$ cat src/rtl/jtcps1_pkg.sv
// Shared constants and FSM state encoding for the CPS1 palette copy engine.
package jtcps1_pkg;

  localparam int PAL_PAGE_WORDS = 512;
  localparam int PAL_BASE_SHIFT = 7;

  typedef enum logic [2:0] {
    IDLE = 3'd0,
    SEL  = 3'd1,
    REQ  = 3'd2,
    WAIT = 3'd3,
    WR   = 3'd4,
    FIN  = 3'd5
  } pal_state_t;

endpackage

$ cat src/rtl/jtcps1_pal_pagesel.sv
// Combinational finder for the lowest enabled palette page at or above the current page.
module jtcps1_pal_pagesel #(
  parameter int PAGES = 6,
  parameter int PGW   = 3
) (
  input  logic [PAGES-1:0] mask,
  input  logic [PGW:0]     cur,
  output logic [PGW-1:0]   page,
  output logic             valid
);

  // Scan downwards so the lowest qualifying page is the last one to win
  always_comb begin
    page  = '0;
    valid = 1'b0;
    for (int i = PAGES - 1; i >= 0; i--) begin
      logic hit;
      hit   = mask[i] && ((PGW+1)'(i) >= cur);
      page  = hit ? PGW'(i) : page;
      valid = valid | hit;
    end
  end

endmodule

$ cat src/rtl/jtcps1_pal_dma.sv
// Palette copy engine: moves enabled 512-word palette pages from VRAM into palette RAM.
// Build option JTCPS1_PAL_BLANK_EN: disabled pages are zero-filled instead of skipped.
module jtcps1_pal_dma
  import jtcps1_pkg::*;
#(
  parameter int PAGES = 6,
  parameter int PGW   = 3,
  parameter int IDXW  = 9
) (
  input  logic                clk,
  input  logic                rst,
  input  logic [15:0]         pal_base,
  input  logic [PAGES-1:0]    pal_page_en,
  input  logic                pal_copy,
  output logic                busy,
  output logic                done,
  output logic [16:0]         vram_addr,
  input  logic [15:0]         vram_data,
  input  logic                vram_ok,
  output logic                vram_cs,
  output logic [PGW+IDXW-1:0] pal_addr,
  output logic [15:0]         pal_data,
  output logic                pal_we
);

  localparam logic [IDXW-1:0] IDX_LAST = IDXW'(PAL_PAGE_WORDS - 1);

  pal_state_t       state;
  logic             copy_last;
  logic             copy_edge;
  logic             pending;
  logic [PAGES-1:0] mask_sh;
  logic [PAGES-1:0] sel_mask;
  logic [PGW:0]     cur_page;
  logic [PGW-1:0]   sel_page;
  logic             sel_valid;
  logic [IDXW-1:0]  idx;
  logic [16:0]      src;
  logic [16:0]      base_addr;
  logic             unused_base;

  assign copy_edge   = pal_copy & ~copy_last;
  assign base_addr   = {pal_base[9:0], {PAL_BASE_SHIFT{1'b0}}};
  assign unused_base = ^pal_base[15:10];

`ifdef JTCPS1_PAL_BLANK_EN
  logic blank;
  // Every page is visited; the shadow mask only decides fetch versus zero-fill
  assign sel_mask = '1;
`else
  assign sel_mask = mask_sh;
`endif

  jtcps1_pal_pagesel #(
    .PAGES (PAGES),
    .PGW   (PGW)
  ) u_pagesel (
    .mask  (sel_mask),
    .cur   (cur_page),
    .page  (sel_page),
    .valid (sel_valid)
  );

  // Copy sequencer with registered outputs
  always_ff @(posedge clk or posedge rst) begin
    if (rst) begin
      state     <= IDLE;
      copy_last <= 1'b0;
      pending   <= 1'b0;
      mask_sh   <= '0;
      cur_page  <= '0;
      idx       <= '0;
      src       <= 17'd0;
      busy      <= 1'b0;
      done      <= 1'b0;
      vram_addr <= 17'd0;
      vram_cs   <= 1'b0;
      pal_addr  <= '0;
      pal_data  <= 16'h0000;
      pal_we    <= 1'b0;
`ifdef JTCPS1_PAL_BLANK_EN
      blank     <= 1'b0;
`endif
    end else begin
      copy_last <= pal_copy;
      done      <= 1'b0;
      pal_we    <= 1'b0;
      if (copy_edge && (state != IDLE) && (state != FIN)) begin
        pending <= 1'b1;
      end
      case (state)
        IDLE: begin
          if (copy_edge) begin
            mask_sh  <= pal_page_en;
            src      <= base_addr;
            cur_page <= '0;
            busy     <= 1'b1;
            state    <= SEL;
          end
        end
        SEL: begin
          if (sel_valid) begin
            cur_page <= {1'b0, sel_page};
            idx      <= '0;
`ifdef JTCPS1_PAL_BLANK_EN
            if (mask_sh[sel_page]) begin
              vram_addr <= src;
              vram_cs   <= 1'b1;
              state     <= REQ;
            end else begin
              blank    <= 1'b1;
              pal_addr <= {sel_page, {IDXW{1'b0}}};
              pal_data <= 16'h0000;
              pal_we   <= 1'b1;
              state    <= WR;
            end
`else
            vram_addr <= src;
            vram_cs   <= 1'b1;
            state     <= REQ;
`endif
          end else begin
            done    <= 1'b1;
            busy    <= 1'b0;
            vram_cs <= 1'b0;
            state   <= FIN;
          end
        end
        // Address settles for a cycle so a stale ok from the previous word is ignored
        REQ: state <= WAIT;
        WAIT: begin
          if (vram_ok) begin
            pal_data <= vram_data;
            pal_addr <= {cur_page[PGW-1:0], idx};
            pal_we   <= 1'b1;
            vram_cs  <= 1'b0;
            state    <= WR;
          end
        end
        WR: begin
`ifdef JTCPS1_PAL_BLANK_EN
          if (blank) begin
            if (idx == IDX_LAST) begin
              blank    <= 1'b0;
              cur_page <= cur_page + (PGW+1)'(1);
              state    <= SEL;
            end else begin
              idx      <= idx + IDXW'(1);
              pal_addr <= {cur_page[PGW-1:0], idx + IDXW'(1)};
              pal_data <= 16'h0000;
              pal_we   <= 1'b1;
            end
          end else
`endif
          begin
            src <= src + 17'd1;
            if (idx == IDX_LAST) begin
              cur_page <= cur_page + (PGW+1)'(1);
              state    <= SEL;
            end else begin
              idx       <= idx + IDXW'(1);
              vram_addr <= src + 17'd1;
              vram_cs   <= 1'b1;
              state     <= REQ;
            end
          end
        end
        // A request arriving on this cycle restarts directly without a trip through IDLE
        FIN: begin
          if (pending || copy_edge) begin
            pending  <= pending & copy_edge;
            mask_sh  <= pal_page_en;
            src      <= base_addr;
            cur_page <= '0;
            busy     <= 1'b1;
            state    <= SEL;
          end else begin
            state <= IDLE;
          end
        end
        default: state <= IDLE;
      endcase
    end
  end

endmodule

$ cat config.mk
export PLATFORM = sky130hd
export DESIGN_NAME = jtcps1_pal_dma
export DESIGN_NICKNAME = d
export VERILOG_FILES = /design/src/rtl/jtcps1_pkg.sv /design/src/rtl/jtcps1_pal_pagesel.sv /design/src/rtl/jtcps1_pal_dma.sv
export SDC_FILE = /design/constraint.sdc
export NUM_CORES = 1
export LEC_CHECK = 0
export ABC_AREA = 1
export CAP_MARGIN = 15
export CORE_AREA = 2 2 97 99
export DETAILED_ROUTE_END_ITERATION = 10
export DIE_AREA = 0 0 99 101
export GPL_TIMING_DRIVEN = 0
export PLACE_DENSITY = 0.8
export SYNTH_ARGS = -nofsm -noshare
export SYNTH_HDL_FRONTEND = slang
export SYNTH_SLANG_ARGS = --single-unit
$ cat constraint.sdc
create_clock -name clk -period 3.8 [get_ports clk]
set_input_delay 1.14 -clock clk [delete_from_list [all_inputs] [get_ports clk]]
set_output_delay 1.14 -clock clk [all_outputs]
set_load 0.01 [all_outputs]
==> results.md <==
- Clock skew after layout: 11.5 ps
- Most common cell after layout, fill and taps aside: nand2_1
- Critical Path AT: 2780 ps
- Die Y: 101 um
- Max Cap Violations: 0
- Initial Util: 51.1%
- Max Fclk: roughly 390 MHz
- Crit path kind: in -> reg
- Number of distinct library cells after synthesis: 33
- Initial antenna violation count: 0
- Area share of the largest cell type after synthesis: 49.1%
- RSZ-0062 raised after global routing: no
- Crit Path Max Fanout: 10
- Diodes inserted: 0
- Main area contributors after synthesis: dfrtp_1 (49%), nand2_1 (22%), o21ai_0 (4.7%)
- # DRC: 0
- Post-synthesis mux area share: 0%
- IO Pins: a little over 90
- PortBufs: 84
- Most frequent cells in the layout: nand2_1 (265), dfrtp_1 (90), clkdlybuf4s50_1 (84)
- Grt peak-use layer: met2
- Setup crit start kind: primary input
- Htree depth: 3
- GRT Overall Usage: 23.6%
- CP endpoint kind: flip-flop
- Vias in the first global route: 4175
- Grt met3 use: 3.19%
- YS warnings: 0
- Post-synthesis xor/xnor area fraction: 1.15%
- Largest family of logic cells by synthesized area: simple AND/OR/NAND/NOR gates
- Pre-CTS WS: 869 ps
- Area share of fa/ha/maj cells after synthesis: 1.91%
- Worst min path class: reg -> reg
- GRT met1 Usage: 31.4%
- First-pass GRT wire length: 18.9 mm
- Relative slew margins: 62.3%
- Latest clock arrival within the worst-skew pair: 370 ps
- Final setup viols: 0
- Final Util: 64.3%
- Vias: 4171
- Post-Syn Area per Cell: about 7.5 sq um
- Die width: 99 um
- Area post-placement: approximately 5600 sq um
- Post-CTS sizing: 0
- Fin crit period: 2540 ps
- WL final: 11.1 mm
- Detailed Place HPWL: 8.27 mm
- Hold violation count in the final report: 0
- Seq cells post-synth: 90
- Max VDD drop: 0.000300 V
- Area Growth Syn to Fin: 25.9%
- PnR Total Power: 0.00392 W
- Root buf cell: clkbuf_8
- Filler cells: 781
- Finished Cell Area: around 5800 sq um
- Post-CTS Setup Bufs: 0
- CTS tree: yes
- Status: completed
- Area of the die: 10000 sq um
- Largest net degree at the start of global routing: roughly 70
- Pins Over Slew Limit: 0
- TritonCTS buffer count: 9
- Seq/Total Area, Yosys: 49.1%
- CTS Buffer Depth: 2
- Core Area: 8980 sq um
- Critical path required time: 4040 ps
- Met2 Use GR: about two fifths
- Post-DR wirelength/cell: 13.5 um
- First drt pass iteration count: 4
- # nets final: 758
- Post-Synth Simple-Gate Area: 33.0%
- Post-Synthesis Cells: roughly 610
- Clock-pin slew on the worst setup and hold paths: about 90 ps
- Placer Congestion: 0.871
- Power Dens Cells: 679 nW/um^2
- Final setup margin: about 1300 ps
- Overflow after GRT: 0
- Drt via density: 5.06
- Setup TNS: 0 ps
- Hold Buf Count CTS: 0
- Post-Syn Nets: 662
- Mapped cell area: 4580 sq um
- Period utilization: 66.8%
- Post-synth top area cell: dfrtp_1
- Row count: 35
- Layout cells sized above 1: just under 8%
- Initial detailed-routing violation count: 203
- Lkg Pwr: 2.89 nW
- Worst-Margin Slew: 565 ps
- Clock sinks: 90
- DRT antenna net count: 0
- Compound-Gate Fraction of Synth Area: approximately 7.6%
## per-layer routing
metal | share of wire [%] | vias to the layer above
li1 | - | 2092
met2 | 48 | 122
met3 | 4.9 | 16
met1 | 45 | 1941
met5 | 0 | -
met4 | 2.1 | 0
## synth_stat cells
cell / n
nand2_1: 265
nor2_4: 2
buf_4: 1
o22ai_1: 3
nor3_1: 3
o21bai_1: 2
clkbuf_1: 7
buf_8: 1
a21oi_1: 8
nand3_2: 1
nor2_2: 4
o21a_1: 1
xor2_1: 6
a21boi_0: 3
nand3_4: 1
clkinv_1: 1
ha_1: 7
buf_6: 1
nand4_1: 6
a31oi_1: 1
buf_2: 7
nor2_1: 49
inv_2: 4
nand2_2: 14
inv_4: 1
nand3_1: 20
inv_1: 56
o2bb2ai_1: 2
dfrtp_1: 90
nand2_4: 1
o21ai_0: 43
or2_2: 1
a21o_1: 1
## worst max-delay path, stage by stage
cell and delay, ps:
clkdlybuf4s50_1 470, nand2_1 90, nand2_1 90, nor2_1 60
nor2_1 130, nand3_1 150, inv_1 230, buf_2 280
o21ai_0 120
## registers in the layout, indices dropped and copies added (netlist names)
signal and count:
busy 1, copy_last 1, cur_page 4, done 1
idx 9, mask_sh 6, pal_addr 12, pal_data 16
pal_we 1, pending 1, src 17, state 3
vram_addr 17, vram_cs 1
## per-stage QoR
stage / hold WS, ps / std cells
3_3_place_gp: 452 / 808
5_1_grt: 509 / 825
3_5_place_dp: 459 / 809
4_1_cts: 482 / 825
2_1_floorplan: 442 / 613
6_report: 477 / 825
## report_power, final
part	total, W	internal (W)	leakage (nW)	switching, W
Sequential	0.00151	0.00127	1.17	0.000238
Combinational	0.00181	0.000768	1.64	0.00104
Clock	0.000608	0.000245	0.0799	0.000364
## final timing paths
check                                end  cells past startpoint  slack (ps)         from
setup reg to reg                  idx[1]                     14        1460       idx[0]
hold reg to reg              pal_addr[0]                      2         480  pal_addr[0]
min in group asynchronous  vram_addr[10]                      2        1080          rst
setup / recovery                  src[0]                      9        1260     pal_copy
max in group asynchronous   vram_addr[3]                      3        2080          rst
hold / removal               pal_addr[0]                      2         480  pal_addr[0]
## cell families after synthesis
| group | after synthesis |
|---|---|
| compound gates | 64 |
| simple gates | 367 |
| flops | 90 |
| buf+inv | 79 |
| xor+xnor | 6 |
| fa+ha+maj | 7 |
## layout make-up
class | instances | area [sq um] | share of cell area [%]
Clock inverter | 6 | 48.8 | 0.846
Sequential cell | 90 | 2250 | 39.0
Inverter | 62 | 238 | 4.12
Tap cell | 111 | 139 | 2.41
Buffer | 17 | 95.1 | 1.65
Multi-Input combinational cell | 444 | 2000 | 34.7
Timing Repair Buffer | 85 | 868 | 15.0
Clock buffer | 10 | 128 | 2.21
Power figures use the tool's default switching activity.
==> edit 1: new RTL, config.mk and constraints unchanged <==
Re-encode `pal_state_t` (6 states) as one-hot, 6 bits wide.
--- a/src/rtl/jtcps1_pkg.sv
+++ b/src/rtl/jtcps1_pkg.sv
@@ -4,13 +4,13 @@
   localparam int PAL_PAGE_WORDS = 512;
   localparam int PAL_BASE_SHIFT = 7;
 
-  typedef enum logic [2:0] {
-    IDLE = 3'd0,
-    SEL  = 3'd1,
-    REQ  = 3'd2,
-    WAIT = 3'd3,
-    WR   = 3'd4,
-    FIN  = 3'd5
+  typedef enum logic [5:0] {
+    IDLE = 6'b000001,
+    SEL  = 6'b000010,
+    REQ  = 6'b000100,
+    WAIT = 6'b001000,
+    WR   = 6'b010000,
+    FIN  = 6'b100000
   } pal_state_t;
 
 endpackage
Function: no difference found for any inputs over 10 cycles, from zero or initial values and one cycle with rst high; not proved beyond that.
==> edit 1 against the unedited design <==
Setup slack got worse by 0.11 ns. Power fell by 0.41%. Via count rose by 2.7%. Area after synthesis rose by 2.7%. Final area rose by 3.1%. Utilization rose by 2.0 points. Routed wire length rose by 2.6%. Clock skew rose by 0.00071 ns. Sequential cell count rose by 3. Critical endpoint is now src[3].
==> edit 1: results (changes against the unedited design) <==
status=completed; Starting DRT DRC Count=220 (+8.4%); ratio of cells with drive above 1 in the final layout=7.68% (-0.16 points); combinational share of power=41.9% (-4.2 points); RD Place Congestion=0.876 (+0.49%); Clock Path Buffers=2 (unchanged); DR vias/cell=5.26 (+4.0%); clock slew at reported path FFs=0.09 ns (about the same); Hold Crit Class=flip-flop to flip-flop; worst reg-to-reg setup slack=1.50 ns (+0.04 ns); post-DP HPWL=8.25 mm (-0.19%); worst reg2reg path depth=11 (-3); Detailed Routing Iterations Pass 1=7 (+3); worst vdd ir=323 uV (+7.5%); root buffer cell=clkbuf_8; Yosys cell types=32 (-3.0%); TritonCTS buffer count=9 (unchanged); Hold Crit Start=busy; share of the yosys chip area belonging to registers=49.5% (+0.34 points); Resized Gates After CTS=0 (unchanged); RR Endpoint=vram_addr[14]; RR Startpoint=idx[0]; Top Registers=src x17, vram_addr x17, pal_data x16; vias in the first global route=4223 (+1.1%); hold depth=2 (unchanged); DP Area=5720 um^2 (+2.2%); Clock Power=0.764 mW (+26%); port buffer count=84 (unchanged); main flop type after synthesis=dfrtp_1; Clk Latency, worst-skew pair=0.38 ns; fill count=742 (-5.0%); Place WS=0.770 ns (-0.0995 ns); worst setup path endpoint=src[3]; Nets=747 (-1.5%); Area contributors post-synth=dfrtp_1 49%, nand2_1 16%, o21ai_0 4.6%, nor2_1 4.5%, inv_1 4.1%; Syn Nets=651 (-1.7%); largest net degree at the start of global routing=73 (+2.8%); Pleak=2.95 nW (+1.9%); Routed WL per cell=14.0 um (+4.0%); first-pass GRT wire length=19.5 mm (+3.1%); initial antenna violation count=0 (unchanged); asr flop ratio synth=100% (unchanged); Setup Skew=0.0122 ns (+0.000707 ns); critical path launch point=pal_copy; Antenna diodes=0 (unchanged); Sw Ratio=37.9% (-3.9 points); Least-Margin Pin Slew=0.615 ns (+0.0499 ns); crit-path max FO=10 (unchanged); GRT Overall Usage=24.2% (+0.61 points); top cells by count, synth=200 x nand2_1, 92 x dfrtp_1, 56 x nor2_1, 52 x inv_1, 43 x o21ai_0; Critical Path AT=2.90 ns (+0.12 ns); fmax=377 MHz (-4.3%); Worst Hold Path EP=busy; setup repair bufs after CTS=0 (unchanged); H-tree Lvls=3 (unchanged); YS warnings=0 (unchanged)
==> edit 1: cell types whose count changed after synthesis, sizes merged, moves of 3 or more <==
cell	change
inv	-5
buf	+4
a21oi	+14
nand4	+10
nand3	+17
nand2	-77
a22o	+3
o21ai	+16
nor2	+8
xnor2	+3
==> edit 1: routing by layer <==
layer  track usage, %  wire (um)  part of all wire [%]
met2             43.0       5650                    50
met1             30.4       4870                    43
met3             4.79        705                   6.2
met5                0          0                     0
met4             6.01        171                   1.5
==> edit 1: per-stage QoR <==
stage	setup TNS, ns	std cells	total power [mW]	utilization (%)	hold WS, ns
global route	0	814	4.18	66.3	0.517
finish	0	814	3.90	66.3	0.488
global placement	-103.98	797	3.10	63.3	0.461
floorplan	0	602	2.44	-	0.442
detailed placement	0	798	3.16	63.7	0.465
CTS	0	814	3.92	66.3	0.490
==> edit 1: cell families (layout without fill, tap and decap cells) <==
kind of cell             count (synthesis)  count (layout)  share of synthesized area, %
AO/OA/AOI/OAI                           92              92                          10.5
adder cells (fa/ha/maj)                  7               7                          1.86
flip-flops                              93              93                          49.5
buffers and inverters                   77             178                          7.10
XOR/XNOR                                 7               7                          1.30
AND/OR/NAND/NOR                        326             326                          29.7
==> edit 1: cell type report <==
class	instances	area (um^2)	share of cell area [%]
Buffer	21	124	2.08
Tap cell	111	139	2.33
Clock buffer	10	138	2.31
Multi-Input combinational cell	432	2040	34.4
Inverter	56	213	3.58
Timing Repair Buffer	85	868	14.6
Clock inverter	6	93.8	1.58
Sequential cell	93	2330	39.1
==> edit 1: worst max-delay path, cell delays in order <==
cell and delay [ns]:
clkdlybuf4s50_1 0.47, inv_1 0.05, nor2_1 0.25, nor2_1 0.12, nand2_1 0.13, nand3_2 0.24
inv_2 0.25, buf_6 0.18, o21ai_1 0.07
==> edit 2: new RTL, config.mk and constraints unchanged <==
Made on the original files. Build with the macro `JTCPS1_PAL_BLANK_EN` defined.
--- a/src/rtl/jtcps1_pal_dma.sv
+++ b/src/rtl/jtcps1_pal_dma.sv
@@ -1,5 +1,7 @@
 // Palette copy engine: moves enabled 512-word palette pages from VRAM into palette RAM.
 // Build option JTCPS1_PAL_BLANK_EN: disabled pages are zero-filled instead of skipped.
+`define JTCPS1_PAL_BLANK_EN
+
 module jtcps1_pal_dma
   import jtcps1_pkg::*;
 #(
Formal check against the unedited RTL: not equivalent (Yosys sat finds a counterexample within 4 cycles, from zero or initial values and one cycle with rst high).
==> edit 2 against the unedited design <==
Final area rose by 3.5%. Sequential cell count increased by 1. Critical path depth unchanged. Routed wire length is 3.7% higher. Largest power group unchanged. Setup slack worse by 0.069 ns. Highest routed layer unchanged. First-iteration DRC count increased by 39%. Power rose by 9.5%. Combinational power increased by 20%. Area after synthesis rose by 3.9%.
==> edit 2: results (changes against the unedited design) <==
Buffers, non-clock=106 (+3.9%); fill count=731 (-6.4%); post-DP HPWL=8.55 mm (+3.5%); top cells by count, synth=152 x nand2_1, 91 x dfrtp_1, 61 x o21ai_0, 56 x inv_1, 38 x nor2_1; root buffer cell=clkbuf_8; Pleak=2.71 nW (-6.5%); Yosys cell types=38 (+15%); first-pass GRT wire length=19.6 mm (+3.6%); Routed WL per cell=14.5 um (+7.7%); Tot Pwr=4.29 mW (+9.5%); Syn Area/Cell=8.17 um^2 (+9.2%); routed vias=4372 (+4.8%); largest net degree at the start of global routing=62 (-13%); Clk Latency, worst-skew pair=0.36 ns; Detailed Routing Iterations Pass 1=5 (+1); Top Registers=src x17, vram_addr x17, pal_data x16; Top delay family on crit path=buffers and inverters; vias in the first global route=4344 (+4.0%); Cell Count Post-Placement=779 (-3.7%); GRT Overall Usage=24.1% (+0.58 points); non-filler instance count after layout=795 (-3.6%); crit-path max FO=10 (unchanged); residual DRC count=0 (unchanged); YS warnings=0 (unchanged); Resized Gates After CTS=0 (unchanged); Clock Power=0.669 mW (+10%); ratio of cells with drive above 1 in the final layout=11.0% (+3.1 points); status=completed; Starting DRT DRC Count=283 (+39%); RR Startpoint=idx[0]; Nets=728 (-4.0%); Area contributors post-synth=dfrtp_1 48%, nand2_1 12%, o21ai_0 6.4%, inv_1 4.4%, o21ai_2 3.9%; RD Place Congestion=0.910 (+4.4%); share of the yosys chip area belonging to registers=47.8% (-1.3 points); DP Area=5770 um^2 (+3.2%); Sw Ratio=42.7% (+0.91 points); TritonCTS buffer count=9 (unchanged); Setup Skew=0.0137 ns (+0.00220 ns); initial antenna violation count=0 (unchanged); register bit total from synthesis=91 (+1.1%); Hold Crit Start=vram_addr[3]; Least-Margin Pin Slew=0.597 ns (+0.0314 ns); setup repair bufs after CTS=0 (unchanged); Critical Path AT=2.89 ns (+0.11 ns); NonClk Buf Share=16.7% (about the same); Multi-input comb cells=409 (-7.9%); Syn Nets=632 (-4.5%); count of pins over their slew limit=0 (unchanged); Area Growth Syn to Fin=25.3%; clock slew at reported path FFs=0.09 ns (about the same); Comb group=2.17 mW (+20%); critical path's largest stage delay=0.42 ns (-0.05 ns); area of the multi-input gates=2120 um^2 (+6.1%); sequential cell area share=38.1% (-0.89 points); Clock-cell share=3.31% (+0.25 points); worst vdd ir=380 uV (+27%); Place WS=0.820 ns (-0.0488 ns)
## edit 2: final timing paths
path	end	slack, ns	depth (start not counted)
max	src[8]	1.19	9
min	vram_addr[3]	0.48	2
max reg2reg	idx[3]	1.29	12
min reg2reg	vram_addr[3]	0.48	2
max in group asynchronous	vram_addr[0]	2.04	3
min in group asynchronous	pal_data[11]	1.12	2
## edit 2: cells by family (layout without fill, tap and decap cells)
kind of cell | after synthesis | in the layout | share of synthesized area [%]
compound gates | 147 | 147 | 19.1
xor+xnor | 4 | 4 | 0.735
fa+ha+maj | 7 | 7 | 1.84
buf+inv | 83 | 184 | 7.59
flops | 91 | 91 | 47.8
simple gates | 251 | 251 | 22.9
## edit 2: routing by layer
layer	GRT usage (%)	wire length, um
met1	30.8	4960
met2	40.9	5600
met3	4.79	758
met4	9.06	201
met5	0	0
## edit 2: worst register-to-register path, delay by kind of cell, from the launching register on
kind            cells  cell delay [ns]
compound gates      1             0.15
fa+ha+maj           2             0.45
flops               1             0.42
simple gates        6             0.78
buf+inv             3             0.60
